## src/rtl/adc_lock_monitor.sv

```systemverilog
// ADC-lock status stage: synchronizes the asynchronous MMCM lock, qualifies it
// with a settle counter, counts lock-loss events and packs everything into a
// 32-bit status word for the software-readable lock register.
module adc_lock_monitor #(
  parameter int unsigned LOCK_SETTLE = 1024,
  parameter int unsigned CNT_WIDTH   = 16
) (
  input  logic        user_clk,
  input  logic        user_rst,
  input  logic        mmcm_locked_in,
  input  logic        clear_in,
  output logic        lock_stable,
  output logic [31:0] status_word
);

  typedef enum logic [1:0] {
    UNLOCKED = 2'd0,
    SETTLING = 2'd1,
    LOCKED   = 2'd2
  } state_t;

  // settle_cnt already counts the cycle on which it is sampled, so the
  // LOCK_SETTLE-th consecutive locked cycle is the one that sees LOCK_SETTLE-1.
  localparam logic [15:0]          SETTLE_LAST = 16'(LOCK_SETTLE - 1);
  localparam logic [CNT_WIDTH-1:0] CNT_MAX     = '1;
  localparam logic [CNT_WIDTH-1:0] CNT_ONE     = CNT_WIDTH'(1);

  logic                 sync_meta;
  logic                 lock_s;
  logic                 clr_d;
  logic                 clr_pulse;

  state_t               state;
  state_t               state_next;
  logic [15:0]          settle_cnt;
  logic [15:0]          settle_next;
  logic                 loss_evt;

  logic [CNT_WIDTH-1:0] loss_cnt;
  logic [CNT_WIDTH-1:0] loss_next;
  logic                 sticky_loss;
  logic                 sticky_next;
  logic [31:0]          status_next;

  // Two-flop synchronizer for the asynchronous MMCM lock.
  always_ff @(posedge user_clk) begin
    if (user_rst) begin
      sync_meta <= 1'b0;
      lock_s    <= 1'b0;
    end else begin
      sync_meta <= mmcm_locked_in;
      lock_s    <= sync_meta;
    end
  end

  // Delayed copy of the software clear level for rising-edge detection.
  always_ff @(posedge user_clk) begin
    if (user_rst) begin
      clr_d <= 1'b0;
    end else begin
      clr_d <= clear_in;
    end
  end

  assign clr_pulse = clear_in & ~clr_d;

  // Lock qualification next-state: settle on sustained lock, flag loss from LOCKED.
  always_comb begin
    state_next  = state;
    settle_next = settle_cnt;
    loss_evt    = 1'b0;
    unique case (state)
      UNLOCKED: begin
        if (lock_s) begin
          state_next  = SETTLING;
          settle_next = 16'd1;
        end
      end
      SETTLING: begin
        if (!lock_s) begin
          state_next = UNLOCKED;
        end else if (settle_cnt >= SETTLE_LAST) begin
          state_next = LOCKED;
        end else begin
          settle_next = settle_cnt + 16'd1;
        end
      end
      LOCKED: begin
        if (!lock_s) begin
          state_next = UNLOCKED;
          loss_evt   = 1'b1;
        end
      end
      default: begin
        state_next = UNLOCKED;
      end
    endcase
  end

  // Loss bookkeeping: clear first, then account the event so none is dropped.
  always_comb begin
    loss_next   = loss_cnt;
    sticky_next = sticky_loss;
    if (clr_pulse) begin
      loss_next   = '0;
      sticky_next = 1'b0;
    end
    if (loss_evt) begin
      sticky_next = 1'b1;
      if (loss_next != CNT_MAX) begin
        loss_next = loss_next + CNT_ONE;
      end
    end
  end

  // Status word assembled from next-state values so every field is coherent.
  always_comb begin
    status_next        = '0;
    status_next[0]     = lock_s;
    status_next[1]     = (state_next == LOCKED);
    status_next[2]     = sticky_next;
    status_next[5:4]   = state_next;
    status_next[31:16] = loss_next;
  end

  // State, counters and registered outputs.
  always_ff @(posedge user_clk) begin
    if (user_rst) begin
      state       <= UNLOCKED;
      settle_cnt  <= '0;
      loss_cnt    <= '0;
      sticky_loss <= 1'b0;
      status_word <= '0;
      lock_stable <= 1'b0;
    end else begin
      state       <= state_next;
      settle_cnt  <= settle_next;
      loss_cnt    <= loss_next;
      sticky_loss <= sticky_next;
      status_word <= status_next;
      lock_stable <= (state_next == LOCKED);
    end
  end

endmodule

```

## config.mk

```make
export PLATFORM = sky130hd
export DESIGN_NAME = adc_lock_monitor
export DESIGN_NICKNAME = d
export VERILOG_FILES = /design/src/rtl/adc_lock_monitor.sv
export SDC_FILE = /design/constraint.sdc
export NUM_CORES = 1
export LEC_CHECK = 0
export CORE_MARGIN = 5
export CORE_UTILIZATION = 51
export DETAILED_ROUTE_END_ITERATION = 8
export PLACE_DENSITY = 0.78
export SYNTH_ARGS = -nofsm -noshare
export SYNTH_HDL_FRONTEND = slang
export SYNTH_SLANG_ARGS = --single-unit
```

## constraint.sdc

```tcl
create_clock -name user_clk -period 3.5 [get_ports user_clk]
set_clock_uncertainty 0.2 [all_clocks]
set_input_delay 0.525 -clock user_clk [delete_from_list [all_inputs] [get_ports user_clk]]
set_output_delay 0.525 -clock user_clk [all_outputs]
set_load 0.02 [all_outputs]
```

==> impl_metrics.toml <==
[pwr]
vdd_drop_max_uv = 236
power_density_nw_per_um2 = 359
p_leak_nw = 0.785

[final_layout]
layout-area-overhead-vs-synth_pct = 17.0
instances_no_fill = 289
fill_cells = 326
seq_area_sq_um = 801
drive_gt1_share_pct = 8.30
multiInputGateArea_sq_um = 1030
antenna_cells = 0
layout.nets = 246

[logic_synthesis]
synth-warning-count = 0
ys_async_sr_fraction_pct = 0
synth_area_sq_um = 1930
seq_area_frac_synth_pct = 41.6
synth_edf_count = 0
synthCells = 215
synth_top_area_share_pct = 41.6
yosysMostFrequentCell = "dfxtp_1"
ys.flop_type = "dfxtp_1"
synthTopCellsByArea = "dfxtp_1 (42%), buf_4 (5.1%), xnor2_1 (5.0%)"
yosysTopAreaCell = "dfxtp_1"
synthTopCellsByCount = "dfxtp_1 (40), nor2_1 (24), nand2_1 (19), buf_4 (13), xnor2_1 (11)"
yosysUniqueCellTypes = 49
syn_avg_cell_area_sq_um = 8.96
synth-seq-cells = 40

[timing]
period_needed_ns = 2.73
setup_viol = 0
clock.fmax_mhz = 366
period_share_pct = 78.0
rsz0062_at_grt = "false"
whs_ns = 0.267
hold_viol_final = 0
finalMaxSlewViolations = 0
fin_ws_ns = 0.768
tns_ns = 0

[clock_tree]
postCtsHoldBufs = 0
root_buffer = "clkbuf_8"
ctsHtreeMaxLevel = 2
cts_setup_buffers = 0
cts_buffers = 5
cts.sinks = 40
cts.repair.resized = 0
cts_tree = "yes"
clock_latency_ns = 0.28
ctsLongestPathBuffers = 2
path_clk_slew_ns = 0.07

[grt]
grt_pass1_vias = 1402
grt_max_degree = 13
grt_antenna_before_repair = 0
grt_overflow_total = 0
grt_pass1_wl_mm = 6.46
grt_usage_pct = 15.6

[drt]
drtIter0Drc = 145
via_per_inst = 5.43
totalWireLength_mm = 3.72
drt_first_pass_iters = 4
ant_nets = 0
wire_per_inst_um = 12.9
vias = 1569
drc = 0

[placement]
place_ws_ns = 0.505
routabilityCongestion = 0.832
dp_hpwl_mm = 2.68
placed_cells = 281
io_buffers = 25

[floorplanning]
die_x_um = 71.4
io_pins = 37
die_h_um = 71.4
dieArea_sq_um = 5100
rows = 22
start_util_pct = 52.6
coreArea_sq_um = 3660

[critical_path]
crit_fanout = 8
cp_cell_sequence = "clkdlybuf4s50_1 -> nand2b_1 -> and2_1 -> ha_1 -> and3_1 -> nand3_1 -> o311a_1 -> a31o_1 -> a21oi_1"
crit_path_end_kind = "flop"
critPathArrivalTime_ns = 2.74
required_ns = 3.51
critPathKind = "in2reg"
startpoint_type = "input pin"
critical-path-max-stage-delay_ns = 0.45
cp_slowest_cell = "o311a_1"

[worst_hold_path]
holdCritPathClass = "reg2reg"

[run_status]
outcome = "finished, final reports clean"

[job]
cap_violations = 0
[path summary, 6_finish.rpt]
check,start,to,slack (ns),depth (start not counted)
max reg2reg,clr_d,status_word[27],1.10,8
min,settle_cnt[12],settle_cnt[12],0.27,1
max,clear_in,status_word[27],0.77,9
min reg2reg,settle_cnt[12],settle_cnt[12],0.27,1
[cell families (layout without fill, tap and decap cells)]
kind of cell,Yosys count,in the layout,synth area share [%]
AO/OA/AOI/OAI,34,34,12.6
buffers and inverters,21,37,7.08
multiplexers,2,2,1.04
AND/OR/NAND/NOR,101,101,29.8
flip-flops,40,40,41.6
XOR/XNOR,14,14,6.37
adder cells (fa/ha/maj),2,2,1.30
other,1,11,0.195
[metrics by stage]
| stage | area, sq um | util, % | total power, mW |
|---|---|---|---|
| after floorplan | 1960 | - | 0.507 |
| final | 2250 | 61.5 | 0.809 |
| after CTS | 2250 | 61.5 | 0.819 |
| after detailed placement | 2160 | 59.0 | 0.509 |
| after global routing | 2250 | 61.5 | 0.842 |
| after global placement | 2160 | 59.0 | 0.509 |
[area by class of cell]
cell class	instances	share of cell area [%]
Tap cell	48	2.67
Clock inverter	2	0.444
Timing Repair Buffer	27	11.8
Sequential cell	40	35.6
Clock buffer	6	3.67
Multi-Input combinational cell	164	45.6
Inverter	2	0.333
[registers in the layout, summed over array words and instances (netlist names)]
| signal | count |
|---|---|
| clr_d | 1 |
| lock_s | 1 |
| settle_cnt | 16 |
| status_word | 21 |
| sync_meta | 1 |
[per-layer routing]
metal / up-vias / routed length, um / track usage [%]
met1: 732 / 1830 / 22.4
li1: 784 / - / -
met2: 49 / 1620 / 21.7
met3: 4 / 225 / 3.65
met4: 0 / 44 / 7.93
met5: - / 0 / 0
[cell usage in the layout, fill, tap and decap left out, types with 2 or more instances in the layout]
cell type,instances
xnor2_1,11
a211oi_1,3
or3_1,2
nand4_1,5
dfxtp_1,40
nand2b_1,2
a21o_1,3
xor2_1,3
clkinv_2,2
nor3_1,6
nor2b_1,9
clkbuf_8,6
and2_1,9
nand3_1,7
and3_1,2
nor4_1,2
nor2_1,24
clkdlybuf4s50_1,25
mux2i_1,2
conb_1,11
o211ai_1,4
a31oi_1,4
a21oi_1,9
nor3b_1,4
nand2_1,19
ha_1,2
o21a_1,2
buf_4,2
[where the power goes]
part	total [mW]	switching, mW	internal (mW)
Clock	0.311	0.154	0.157
Sequential	0.460	0.00259	0.458
Combinational	0.0383	0.0277	0.0105
Total	0.809	0.184	0.625
[worst max-delay path: cells and delay by family]
family	cells	cell delay (ns)
simple gates	4	0.78
fa+ha+maj	1	0.18
buf+inv	1	0.43
compound gates	3	0.82
Note: power is estimated with default switching activity, not from simulation.
